File: config.mk
export PLATFORM = sky130hd
export DESIGN_NAME = serial_to_parallel_4bits
export DESIGN_NICKNAME = d
export VERILOG_FILES = /design/src/rtl/s2p_pkg.sv /design/src/rtl/s2p_out_reg.sv /design/src/rtl/serial_to_parallel_4bits.sv
export SDC_FILE = /design/constraint.sdc
export NUM_CORES = 1
export LEC_CHECK = 0
export ABC_AREA = 1
export ABC_CLOCK_PERIOD_IN_PS = 2100
export BUFFER_PORTS_ARGS = -buffer_cell sky130_fd_sc_hd__buf_4
export CAP_MARGIN = 20
export CORE_MARGIN = 2
export CORE_UTILIZATION = 40
export DETAILED_ROUTE_END_ITERATION = 16
export GPL_TIMING_DRIVEN = 0
export PLACE_DENSITY = 0.65
export SLEW_MARGIN = 30
export SYNTH_ARGS = -nofsm -noshare
export SYNTH_HDL_FRONTEND = slang
export SYNTH_SLANG_ARGS = --single-unit
File: constraint.sdc
create_clock -name clk -period 2.1 [get_ports clk]
set_input_delay 0.105 -clock clk [delete_from_list [all_inputs] [get_ports clk]]
set_output_delay 0.105 -clock clk [all_outputs]
set_load 0.005 [all_outputs]
File: src/rtl/s2p_pkg.sv
// Shared constants for the serializer/deserializer pair: default word width and FSM state encodings.
package s2p_pkg;

    localparam int S2P_WIDTH = 4;

    localparam logic [0:0] IDLE  = 1'b0;
    localparam logic [0:0] SHIFT = 1'b1;

    // Bit-counter width able to hold the value WIDTH.
    function automatic int s2p_cnt_w(input int width);
        return $clog2(width + 1);
    endfunction

endpackage

File: src/rtl/s2p_out_reg.sv
// One-word holding register with valid/ready handoff and sticky overflow.
// Accepts a word on load when empty or draining this cycle; otherwise the word is dropped.
module s2p_out_reg #(
    parameter int WIDTH = 4
) (
    input  logic             clk,
    input  logic             rst,
    input  logic             load,
    input  logic [WIDTH-1:0] word,
    input  logic             out_ready,
    input  logic             clr_overflow,
    output logic [WIDTH-1:0] out_data,
    output logic             out_valid,
    output logic             overflow
);

    logic take;
    logic accept;
    logic drop;

    assign take   = out_valid & out_ready;
    assign accept = load & (~out_valid | out_ready);
    assign drop   = load & out_valid & ~out_ready;

    always_ff @(posedge clk or posedge rst) begin
        if (rst) begin
            out_data  <= '0;
            out_valid <= 1'b0;
        end else if (accept) begin
            out_data  <= word;
            out_valid <= 1'b1;
        end else if (take) begin
            out_valid <= 1'b0;
        end
    end

    // Set has priority over a same-cycle clear.
    always_ff @(posedge clk or posedge rst) begin
        if (rst) begin
            overflow <= 1'b0;
        end else if (drop) begin
            overflow <= 1'b1;
        end else if (clr_overflow) begin
            overflow <= 1'b0;
        end
    end

endmodule

File: src/rtl/serial_to_parallel_4bits.sv
// Reassembles an MSB-first serial stream into WIDTH-bit words; each word begins with start.
// out_valid rises on the edge sampling the last bit; a stalled consumer causes dropped words and overflow.
module serial_to_parallel_4bits
    import s2p_pkg::*;
#(
    parameter int WIDTH = S2P_WIDTH
) (
    input  logic             clk,
    input  logic             rst,
    input  logic             start,
    input  logic             bit_in,
    input  logic             bit_valid,
    output logic [WIDTH-1:0] out_data,
    output logic             out_valid,
    input  logic             out_ready,
    output logic             busy,
    output logic             overflow,
    input  logic             clr_overflow
);

    localparam int CNT_W = s2p_cnt_w(WIDTH);

    logic [0:0]       state;
    logic [0:0]       state_nxt;
    logic [WIDTH-1:0] sreg;
    logic [WIDTH-1:0] sreg_nxt;
    logic [CNT_W-1:0] count;
    logic [CNT_W-1:0] count_nxt;
    logic [WIDTH-1:0] shifted;
    logic             word_done;

    assign shifted = {sreg[WIDTH-2:0], bit_in};

    // A start with a valid bit always (re)begins a word, whether idle or mid-word.
    always_comb begin
        state_nxt = state;
        sreg_nxt  = sreg;
        count_nxt = count;
        word_done = 1'b0;
        if (bit_valid) begin
            if (start) begin
                sreg_nxt  = {{(WIDTH-1){1'b0}}, bit_in};
                count_nxt = CNT_W'(1);
                state_nxt = SHIFT;
            end else if (state == SHIFT) begin
                sreg_nxt = shifted;
                if (count == CNT_W'(WIDTH - 1)) begin
                    word_done = 1'b1;
                    count_nxt = '0;
                    state_nxt = IDLE;
                end else begin
                    count_nxt = count + CNT_W'(1);
                end
            end
        end
    end

    always_ff @(posedge clk or posedge rst) begin
        if (rst) begin
            state <= IDLE;
            sreg  <= '0;
            count <= '0;
        end else begin
            state <= state_nxt;
            sreg  <= sreg_nxt;
            count <= count_nxt;
        end
    end

    assign busy = (state == SHIFT);

    s2p_out_reg #(
        .WIDTH(WIDTH)
    ) u_out (
        .clk          (clk),
        .rst          (rst),
        .load         (word_done),
        .word         (shifted),
        .out_ready    (out_ready),
        .clr_overflow (clr_overflow),
        .out_data     (out_data),
        .out_valid    (out_valid),
        .overflow     (overflow)
    );

endmodule

# --- After elaboration in Yosys (flattened, before gate mapping) ---
# Index checks and enable logic that the tools add are counted.
word_totals:
  out_inout_bits: 7
  regBits: 13
  in_bits: 7
  wordCells: 35
op_classes:
  n_mux: 16
  bitwise_logic: 7
  n_eq_ne: 1
  add_sub_neg: 1
  reduce_logical: 4
ops:
  columns: ["operator", "count"]
  rows:
  - ["$mux W3", 5]
  - ["$mux W1", 11]
  - ["$reduce_bool A2 Y1", 3]
  - ["$and A1 B1 Y1", 4]
  - ["$add A3 B1 Y3 const B", 1]
  - ["$eq A3 B2 Y1 const B", 1]
  - ["$not A1 Y1", 2]
  - ["$reduce_and A2 Y1", 1]
  - ["$or A1 B1 Y1", 1]

# --- Logic depth before layout (Yosys ltp) ---
# Gate-level depths: netlist (run 1).
logic_depth:
  word_depth: 8
  mapped_depth: 6
  mapped_depth_nobuf: 6

# --- Cells and area by module ---
# From an unflattened synthesis (run 1), not the netlist that was laid out.
unflattened:
  cells_unflattened: 68
  area_unflattened_um2: 563.0
by_module_without_submodules:
  columns: ["mod", "area_per_inst_um2", "instances", "cells_per_inst"]
  rows:
  - ["serial_to_parallel_4bits", 325.3, 1, 42]
  - ["s2p_out_reg", 237.7, 1, 26]

# --- Worst setup path after synthesis (run 1) ---
# No wires, ideal clock.
synth_path:
  path_kind: "register -> register"
  start: "reg count[0]"
  end: "reg u_out.out_data[0]"
  setup_ns: 0.117
  stages_incl_launch_ff: 7
  arrival_time_ns: 0.913
  period_less_slack_ns: 1.031
  path_slack_ns: 1.069
  required_ns: 1.983
  n_path_buf: 0
  path_cell_list: "dfrtp_1 > ha_1 > inv_1 > nor2_4 > nand3_2 > nand2_1 > nand2_1"
synth_via:
  elab_chain_cells: 6
synth_rtl:
  columns: ["item", "line_no", "text"]
  rows:
  - ["start: declaration", "serial_to_parallel_4bits.sv:27", "logic [CNT_W-1:0] count;"]
  - ["start signal: assignment", "serial_to_parallel_4bits.sv:66", "count <= count_nxt;"]
  - ["$eq A3 B2 Y1", "serial_to_parallel_4bits.sv:47", "if (count == CNT_W'(WIDTH - 1)) begin"]
  - ["$mux W1", "serial_to_parallel_4bits.sv:47", null]
  - ["$mux W1", "serial_to_parallel_4bits.sv:45", "end else if (state == SHIFT) begin"]
  - ["$mux W1", "serial_to_parallel_4bits.sv:41", "if (start) begin"]
  - ["$mux W1", "serial_to_parallel_4bits.sv:40", "if (bit_valid) begin"]
  - ["$and A1 B1 Y1", "s2p_out_reg.sv:22", "assign accept = load & (~out_valid | out_ready);"]
  - ["end signal: assignment", "s2p_out_reg.sv:30", "out_data <= word;"]
  - ["end: declaration", "s2p_out_reg.sv:12", "output logic [WIDTH-1:0] out_data,"]
# No other way between the ends.
# A chain may end at the register's enable or synchronous reset.

# --- Final worst setup path (run 1) ---
# Ends and elaborated chain as after synthesis.

==> impl_metrics.toml, run 1 <==
[critical_path]
critPathLaunch = "count[0]"
required_ns = 2.28
r2r_cells = 6
cpPeakStageDelay_ns = 0.35
reg2reg_slack_ns = 0.96
crit_type = "reg -> reg"
critical_path.cell_chain = "ha_1, inv_1, nor2_4, nand3_2, nand2_1, nand2_1"
end_kind = "flip-flop"
start_kind = "flip-flop"
slowest_stage = "dfrtp_1"
r2r-start = "count[0]"
r2r_end = "u_out.out_data[0]"
path_common_cell = "nand2_1"
crit_fanout = 7
critPathArrivalTime_ns = 1.32
cp-endpoint = "u_out.out_data[0]"

[cts]
cts.path.max_buffers = 2
cts.sinks = 13
clk_pin_slew_worst_paths_ns = 0.08
cts-root-buf = "clkbuf_4"
postCtsHoldBufs = 1
cts_setup_buffers = 0
h-tree-depth = 1
clk_latency_ns = 0.28
ctsResizeCount = 0
cts_tree = "done"
cts_buffers = 3

[timing]
fmax_mhz = 877
fin_skew_ns = 0.00157
drv_slew = 0
hold_viol_final = 0
setup_viol = 0
rsz0062_at_grt = "false"
finalSetupTns_ns = 0
period_share_pct = 54.3
max_slew_margin_pct = 67.0
tightest_slew_ns = 0.495
period_minus_slack_ns = 1.14
finalHoldWorstSlack_ns = 0.0555

[placement]
dpl-instance-area_um2 = 697
dpl.hpwl_um = 747
io_buffers = 13
place_congestion = 0.719

[synthesis]
synth_top_family_by_area = "simple AND/OR/NAND/NOR gates"
ys_ff_latch = 13
yosys.area.top_type = "dfrtp_1"
async_flop_share_pct = 100
syn_nets = 71
syn_inst = 63
synth_compound_area_share_pct = 7.33
ys_types = 17
synth-xor-area-share_pct = 0
synth_flop_cell = "dfrtp_1"
synth_edf_count = 0
yosysWarnings = 0
synth_fa_ha_area_share_pct = 2.16
synth_area_per_cell_um2 = 9.22
synth.area.top_cells = "dfrtp_1, nand2_1, inv_1"
syn_area_um2 = 581
synth_common_cells = "nand2_1, dfrtp_1, inv_1"
synth.area.mux_share_pct = 0
ys_seq_area_share_pct = 56.0
synth_top_area_share_pct = 56.0
yosysMostFrequentCell = "nand2_1"
synth_simple_gate_area_share_pct = 28.0

[power]
power.density_nw_per_um2 = 1100
switching_share_pct = 34.0
p_sw_w = 0.000273
p_comb_share_pct = 34.5
seq_power_share_pct = 45.9
pwr-share-clk_pct = 19.7
power_leakage_nw = 0.388
vdd_drop_max_mv = 0.448
design_power_total_w = 0.000803
intPower_w = 0.000530

[routing]
drc = 0
vias = 469
ant_nets = 0
wire_per_inst_um = 10.6
drtIter0Drc = 13
totalWireLength_mm = 1.02
via_per_inst = 4.89
firstDrtPassIters = 4

[floorplan]
die_area_um2 = 1770
core-area_um2 = 1330
start_util_pct = 43.5
die_w_um = 42.1
ios = 14
rows = 13
dieHeight_um = 42.1

[grt]
grt_max_degree = 14
grt_pass1_wl_mm = 1.88
grt_remaining_overflow = 0
antenna_found_initial = 0
grt_pass1_vias = 429
grtUsageTotal_pct = 14.2

[hold_path]
whs_path_depth = 3
holdCritPathClass = "in -> reg"

[layout]
areaGrowthSynthToFinish_pct = 26.3
diodes = 0
drive_gt1_share_pct = 27.2
nets = 90
final_util_pct = 55.0
final_cell_area_um2 = 733

[job]
maxCapViolations = 0

[run_status]
status = "complete, no violations"
-- layout by cell type, fill, tap and decap left out --
cell           instances
nand2_2                2
o21ai_1                1
buf_4                 13
dlygate4sd3_1          1
o21ai_2                1
inv_1                 10
dfrtp_1               13
ha_1                   1
nand3_2                1
nand2_1               19
nand4_1                4
nand3_1                2
o22ai_1                1
o21ai_0                1
nor2_1                 1
clkbuf_1               1
clkbuf_4               3
nor2_4                 2
o211ai_1               1
a21oi_1                2
nand3b_1               1
-- layer usage --
metal  GRT usage (%)  routed length [um]  vias to the layer above
li1                -                   -                      239
met1            18.8                 479                      212
met2            20.3                 438                       13
met3            2.59                  56                        5
met4            11.3                  43                        0
met5               0                   0                        -
-- worst min path at each step --
stage	to	slack (ns)	start
finish	sreg[0]	0.06	bit_in
global route	u_out.overflow	0.07	clr_overflow
CTS	sreg[0]	0.05	bit_in
detailed placement	u_out.overflow	0.17	rst
global placement	u_out.overflow	0.17	rst
floorplan	busy	-0.02	rst
-- sequential cells by signal, summed over array words and instances, names as in the netlist --
signal	cells
busy	1
count	3
sreg	3
u_out.out_data	4
u_out.out_valid	1
u_out.overflow	1
-- worst max-delay path, delay by kind of cell (launching register included) --
kind                     cells  cell delay, ns
adder cells (fa/ha/maj)      1            0.19
buffers and inverters        1            0.08
flip-flops                   1            0.35
AND/OR/NAND/NOR              4            0.42
-- logic make-up (layout without fill, tap and decap cells) --
kind of cell               Yosys count  after routing
adders and majority gates            1              1
and+or+nand+nor                     32             32
AOI/OAI and AO/OA                    7              7
DFF                                 13             13
buffers and inverters               10             28
-- final cells by class --
cell class                      count  area, um^2
Inverter                           10        37.5
Timing Repair Buffer               14         108
Multi-Input combinational cell     40         218
Tap cell                           15        18.8
Fill cell                         131         601
Sequential cell                    13         325
Clock buffer                        4        26.3
-- power groups by stage --
stage | sequential, W | clock, W | combinational [W]
after floorplan | 0.000374 | 0 | 0.000164
after global placement | 0.000371 | 0 | 0.000276
after detailed placement | 0.000373 | 0 | 0.000280
after CTS | 0.000368 | 0.000163 | 0.000283
after global routing | 0.000377 | 0.000174 | 0.000319
final | 0.000368 | 0.000158 | 0.000277
-- per-stage QoR --
step / worst slack, ns / instances
after floorplan: 1.07 / 63
after global placement: 0.968 / 91
final: 0.960 / 96
after CTS: 0.938 / 96
after detailed placement: 0.962 / 91
after global routing: 0.815 / 96
(Power assumes the default switching activity.)
==> run 2, diff against run 1 <==
--- a/config.mk
+++ b/config.mk
@@ -5,8 +5,8 @@
 export SDC_FILE = /design/constraint.sdc
 export NUM_CORES = 1
 export LEC_CHECK = 0
-export ABC_AREA = 1
-export ABC_CLOCK_PERIOD_IN_PS = 2100
+export ABC_AREA = 0
+export ABC_CLOCK_PERIOD_IN_PS = 1150
 export BUFFER_PORTS_ARGS = -buffer_cell sky130_fd_sc_hd__buf_4
 export CAP_MARGIN = 20
 export CORE_MARGIN = 2
==> constraint.sdc (replaced) <==
create_clock -name clk -period 1.15 [get_ports clk]
set_input_delay 0.0575 -clock clk [delete_from_list [all_inputs] [get_ports clk]]
set_output_delay 0.0575 -clock clk [all_outputs]
set_load 0.005 [all_outputs]
==> run 2 against run 1 <==
Net effect:
- the flow now finishes with violations (negative setup slack)
- via count shrank 15%
- routed wire length up 3.0%
- sequential cell count stayed put
- utilization grew 5.4 points
- fmax down 16%
- clock skew rose by 0.0017 ns
- non-clock buffer count increased by 7
- largest cell class unchanged
- largest power group unchanged
- highest routed layer is now met3
==> impl_metrics.toml, run 2 <==
[synthesis]
synth_edf_count = 0
syn_nets = 50
yosys.area.top_type = "dfrtp_1"
ys_types = 20
ys_seq_area_share_pct = 55.9
yosysWarnings = 0
syn_area_um2 = 582
synth.area.top_cells = "dfrtp_1, mux2_4, a22o_2"
yosysMostFrequentCell = "dfrtp_1"
synth_common_cells = "dfrtp_1, mux2_4, nand2_1"
synth_top_area_share_pct = 55.9
synth_flop_cell = "dfrtp_1"
synth_area_per_cell_um2 = 13.9
ys_ff_latch = 13
syn_inst = 42
async_flop_share_pct = 100

[critical_path]
required_ns = 1.32
crit_fanout = 7
crit_type = "reg -> reg"
critPathArrivalTime_ns = 1.53
start_kind = "flip-flop"
end_kind = "flip-flop"

[power]
p_sw_w = 0.000455
vdd_drop_max_mv = 1.05
pwr-share-clk_pct = 18.1
p_comb_share_pct = 37.7
seq_power_share_pct = 44.2
power_leakage_nw = 0.401
power.density_nw_per_um2 = 1990
design_power_total_w = 0.00161
switching_share_pct = 28.3
intPower_w = 0.00115

[routing]
drtIter0Drc = 5
firstDrtPassIters = 2
wire_per_inst_um = 12.9
drc = 0
totalWireLength_mm = 1.05
ant_nets = 0
via_per_inst = 4.94
vias = 400

[layout]
layout_commonest_cell = "buf_4"
areaGrowthSynthToFinish_pct = 38.5
largest_reg_flops = 4
top_register = "u_out.out_data"
layout_common_cells = "buf_4, dfrtp_1, mux2_4"
drive_gt1_share_pct = 59.1
final_util_pct = 60.4
reg.largest.list = "u_out.out_data: 4 flops, count: 3 flops, sreg: 3 flops"
diodes = 0
nets = 75
stdcell_count = 81

[floorplan]
rows = 13
die_w_um = 42.1
core-area_um2 = 1330
die_area_um2 = 1780
start_util_pct = 43.6
dieHeight_um = 42.1
ios = 14

[grt]
antenna_found_initial = 0
grt_pass1_vias = 426
grt_max_degree = 14
grt_pass1_wl_mm = 1.81
grtUsageTotal_pct = 14.0
grt_remaining_overflow = 0

[run_status]
status = "finished, violations left"
violations = "negative setup slack"

[placement]
place_congestion = 0.666
dpl.hpwl_um = 723
io_buffers = 13
dp.cells = 70

[job]
maxCapViolations = 0

[timing]
finalSetupTns_ns = -0.963
max_slew_margin_pct = 67.5
tightest_slew_ns = 0.487
finalWorstSetupSlack_ns = -0.208
period_minus_slack_ns = 1.36
setup_viol = 7
fmax_mhz = 736
period_share_pct = 118
hold_viol_final = 0
fin_skew_ns = 0.00324
rsz0062_at_grt = "true"
drv_slew = 0
finalHoldWorstSlack_ns = 0.0236

[cts]
cts-root-buf = "clkbuf_4"
clk_latency_ns = 0.28
cts.sinks = 13
cts_buffers = 3
cts.path.max_buffers = 2
clk_pin_slew_worst_paths_ns = 0.08
h-tree-depth = 1
cts_tree = "done"

[hold_path]
holdCritPathClass = "in -> reg"
-- run 2: repair_timing --
item                                    CTS  global route
buffers inserted                          3             2
endpoints found under the setup margin    6             9
resized for setup                         2             3
pin swaps                                 2             2
hold buffers                              2             1
hold endpoints to repair                 14             1
-- run 2: layout make-up --
class,instances,area (um^2)
fillers,123,528
repair buffers,21,165
multi-input cells,25,258
inverters,3,11.3
flip-flops and latches,13,327
well taps,15,18.8
clock buffers,4,26.3
-- run 2: metal layers --
layer	vias to the layer above	share of wire, %	GRT usage, %
met2	8	48	22.5
li1	200	-	-
met1	192	47	16.2
met5	-	0	0
met4	0	0	3.75
met3	0	4.4	7.76
-- run 2: path summary, 6_finish.rpt --
check | from | end | slack (ns) | cells past startpoint
min in group asynchronous | rst | u_out.out_data[0] | 0.35 | 3
worst max register to register | busy | u_out.out_data[3] | -0.21 | 3
worst min-delay path | bit_valid | count[2] | 0.02 | 2
worst min register to register | u_out.out_data[3] | u_out.out_data[3] | 0.52 | 1
worst max-delay path | busy | u_out.out_data[3] | -0.21 | 3
max in group asynchronous | rst | busy | 0.44 | 3
-- run 2: logic make-up after synthesis --
logic type      count (synthesis)  share of synthesized area, %
flops                          13                          55.9
compound gates                 10                          14.6
simple gates                    9                          11.2
mux                             5                          12.3
buf+inv                         4                          3.87
fa+ha+maj                       1                          2.15
-- run 2: through the flow --
| stage | instance area, um^2 | setup slack, ns |
|---|---|---|
| floorplan | 592 | -0.207 |
| detailed placement | 708 | -0.297 |
| finish | 806 | -0.208 |
| global route | 806 | -0.254 |
| CTS | 771 | -0.213 |
| global placement | 708 | -0.287 |
-- run 2: power by group through the flow --
stage          Clock (W)  Combinational, W  Sequential, W
3_5_place_dp           0          0.000502       0.000714
2_1_floorplan          0          0.000304       0.000695
4_1_cts         0.000301          0.000559       0.000707
5_1_grt         0.000322          0.000663       0.000728
3_3_place_gp           0          0.000486       0.000704
6_report        0.000290          0.000606       0.000710
-- run 2: critical path, stage by stage, from the launching register on --
cell and delay [ns]:
dfrtp_2 0.45, and3b_4 0.25, and3_4 0.24, mux2_4 0.30
